## config.mk

```make
export PLATFORM = sky130hd
export DESIGN_NAME = sub_div_seq
export DESIGN_NICKNAME = d
export VERILOG_FILES = /design/src/rtl/sub_div_seq.sv
export SDC_FILE = /design/constraint.sdc
export NUM_CORES = 1
export LEC_CHECK = 0
export ABC_AREA = 1
export CAP_MARGIN = 20
export CORE_AREA = 3 3 46 48
export CTS_BUF_LIST = sky130_fd_sc_hd__clkbuf_4
export DETAILED_ROUTE_END_ITERATION = 12
export DIE_AREA = 0 0 49 51
export PLACE_DENSITY = 0.78
export SETUP_SLACK_MARGIN = 0.15
export SLEW_MARGIN = 20
export SYNTH_ARGS = -nofsm -noshare
export SYNTH_HDL_FRONTEND = slang
export SYNTH_HIERARCHICAL = 1
export SYNTH_SLANG_ARGS = --single-unit
```

## constraint.sdc

```tcl
create_clock -name clk -period 2.3 [get_ports clk]
set_input_delay 0.46 -clock clk [delete_from_list [all_inputs] [get_ports clk]]
set_output_delay 0.46 -clock clk [all_outputs]
set_load 0.01 [all_outputs]
```

## src/rtl/sub_div_seq.sv

```systemverilog
// Sequential 4-bit unsigned divider built on a shared 4-bit subtractor (repeated subtraction).
// Optional build macro SUB_DIV_BYPASS_EN: divisor == 1 finishes directly from IDLE in one cycle.

module sub_div_sub4 (
  input  logic [3:0] a,
  input  logic [3:0] b,
  output logic [3:0] result,
  output logic       sign
);
  assign result = a - b;
  assign sign   = (a < b);
endmodule

module sub_div_seq (
  input  logic       clk,
  input  logic       rst,
  input  logic       start,
  input  logic [3:0] dividend,
  input  logic [3:0] divisor,
  output logic       busy,
  output logic       done,
  output logic [3:0] quotient,
  output logic [3:0] remainder,
  output logic       div_by_zero
);

  localparam logic [1:0] IDLE = 2'd0;
  localparam logic [1:0] SUB  = 2'd1;
  localparam logic [1:0] DONE = 2'd2;

  logic [1:0] state;
  logic [3:0] div_q;
  logic [3:0] rem;
  logic [3:0] q;
  logic       dbz;
  logic [3:0] sub_result;
  logic       sub_sign;

  sub_div_sub4 u_sub (
    .a      (rem),
    .b      (div_q),
    .result (sub_result),
    .sign   (sub_sign)
  );

  always_ff @(posedge clk) begin
    if (rst) begin
      state <= IDLE;
      div_q <= 4'd0;
      rem   <= 4'd0;
      q     <= 4'd0;
      dbz   <= 1'b0;
    end else begin
      case (state)
        IDLE: begin
          if (start) begin
            div_q <= divisor;
            rem   <= dividend;
            q     <= 4'd0;
            dbz   <= 1'b0;
            if (divisor == 4'd0) begin
              state <= DONE;
              dbz   <= 1'b1;
              q     <= 4'hF;
            end
`ifdef SUB_DIV_BYPASS_EN
            else if (divisor == 4'd1) begin
              state <= DONE;
              q     <= dividend;
              rem   <= 4'd0;
            end
`endif
            else begin
              state <= SUB;
            end
          end
        end
        SUB: begin
          // A borrow means rem < divisor: rem/q already hold the final answer.
          if (!sub_sign) begin
            rem <= sub_result;
            q   <= q + 4'd1;
          end else begin
            state <= DONE;
          end
        end
        DONE:    state <= IDLE;
        default: state <= IDLE;
      endcase
    end
  end

  assign busy        = (state != IDLE);
  assign done        = (state == DONE);
  assign quotient    = q;
  assign remainder   = rem;
  assign div_by_zero = dbz;

endmodule
```

==> impl_metrics.toml <==
[layout]
area_growth_syn_to_layout_pct = 31.10
nFillCells = 170
utilization_pct = 64.66
final_net_count = 166
mostFrequentLayoutCell = "nor2_1"
antenna_cells = 0
final_cell_mix = "nor2_1 (32), nand2_1 (21), clkdlybuf4s50_1 (21)"
drive_gt1_share_pct = 10.14

[hold_path]
min_path_type = "reg2reg"

[yosys]
synth-seq-cells = 15
ys_seq_area_share_pct = 34.88
synth_top_area_share_pct = 34.88
synth_area_um2 = 860.8
syn-num-nets = 141
synth.area.top_cells = "dfxtp_1 (35%), nor2_1 (14%), nand2_1 (9.2%)"
syn_inst = 124
yosys_warnings = 6
synth_cell_types = 20
synth_top_area_cell = "dfxtp_1"
avgSynthCellArea_um2 = 6.942

[timing]
max_freq_mhz = 521.9
setup_viol = 0
post-route-period-util_pct = 83.30
slew_violations = 0
finClkSkew_ps = 3.382
whs_ps = 493.3
worst_pin_slew_ps = 329.5
tns_ps = 0
slew_headroom_pct = 78.01
rsz0062_at_grt = "no"
fin_crit_ps = 1916
hold_viol = 0

[setup_path]
crit_path_end_kind = "output port"
crit_fanout = 4
required_ps = 1840
crit_arrival_ps = 1460
critPathKind = "reg2out"
critPathLaunchType = "register"

[cts]
cts_tree = "built"
cts.root.buffer_cell = "clkbuf_4"
cts_resized = 0
clkLatencyLatePin_ps = 290
clk_pin_slew_worst_paths_ps = 90
cts_max_level = 1
cts_num_sinks = 15
cts_buffers = 3
clk_path_buf_depth = 2
postCtsSetupBuffers = 0
cts_hold_buf = 0

[routing]
first_pass_iters = 4
wl_per_cell_um = 10.04
viasPerCell = 4.728
routed_wl_um = 1737
drt_iter0_markers = 12
via_count = 818
drcViolationCount = 0
postRouteAntennaNets = 0

[status]
outcome = "finished clean"

[pwr]
p_total_w = 0.0008203
p_leak_nw = 0.5252
ir_worst_vdd_uv = 508.5
power_density_mw_per_mm2 = 726.9

[grt]
grt_max_degree = 15
grt_usage_pct = 16.35
grt_first_pass_wirelength_um = 3111
overflow = 0
grt_pass1_vias = 747
antenna_found_initial = 0

[floorplan]
die_h_um = 51
dieArea_mm2 = 0.002499
rows = 15
start_util_pct = 49.32
dieWidth_um = 49
fp.coreArea_mm2 = 0.001745
ios = 22

[placed_design]
hpwl_um = 1363
place_congestion = 0.7864
port_buffers = 21

[job]
cap_violations = 0
-- cells in the mapped netlist --
cell and n:
dfxtp_1 15, clkbuf_1 1, nand2_2 2, inv_2 4, xor2_1 1, o21ai_1 1, nand3_1 7, xnor2_1 1
nand3_4 1, nor2_4 1, nand4_1 1, inv_1 11, fa_1 1, ha_1 5, nand3b_2 1, nand2_4 2
nand2_1 21, nor2_1 32, o21ai_0 12, a21oi_1 4
-- critical path: stages (launching register included) --
cell             delay, ps
dfxtp_1                420
inv_2                   90
nand2_2                110
clkdlybuf4s50_1        550
-- cell families (layout without fill, tap and decap cells) --
family / Yosys count / count (layout) / synth area share, %
buffers and inverters: 16 / 40 / 6.976
and+or+nand+nor: 68 / 68 / 36.63
DFF: 15 / 15 / 34.88
xor gates and xnor gates: 2 / 2 / 2.035
AOI/OAI and AO/OA: 17 / 17 / 9.884
adders and majority gates: 6 / 6 / 9.593
-- flip-flops by register name, summed over array words and instances, names as in the netlist --
register,cells
quotient,4
remainder,4
state,2
div_by_zero,1
div_q,4
-- through the flow --
stage,instance area [µm²],worst slack [ps],instances
floorplan,860.8,554.5,124
global placement,1099,467.8,169
detailed placement,1099,399.5,169
CTS,1129,370.5,173
global route,1129,186.2,173
finish,1129,384.0,173
-- power breakdown --
group          switching, W  leakage (nW)  internal [W]
Clock             0.0000858        0.0184     0.0000793
Combinational      0.000172         0.383      0.000153
Sequential        0.0000328         0.124      0.000297
Total              0.000291         0.525      0.000529
-- final cells by class --
cell class / instances / area (µm²) / area share [%]
well taps: 25 / 31.28 / 2.772
repair buffers: 21 / 210.2 / 18.63
multi-input cells: 93 / 500.5 / 44.35
inverters: 15 / 56.30 / 4.989
flip-flops and latches: 15 / 300.3 / 26.61
clock buffers: 4 / 30.03 / 2.661
-- path summary, 6_finish.rpt --
| path | startpoint | to | slack (ps) | cells past startpoint |
|---|---|---|---|---|
| hold / removal | div_q[1] | div_q[1] | 490 | 2 |
| setup reg to reg | remainder[0] | remainder[1] | 390 | 11 |
| setup / recovery | state[0] | busy | 380 | 3 |
| hold reg to reg | div_q[1] | div_q[1] | 490 | 2 |
-- per-layer routing --
| metal | track usage (%) | share of wire (%) |
|---|---|---|
| met5 | 0 | 0 |
| met4 | 8.531 | 2.2 |
| met3 | 5.248 | 6.2 |
| met2 | 26.02 | 45 |
| met1 | 19.71 | 47 |
No activity file was read; power rests on OpenSTA's default activity.
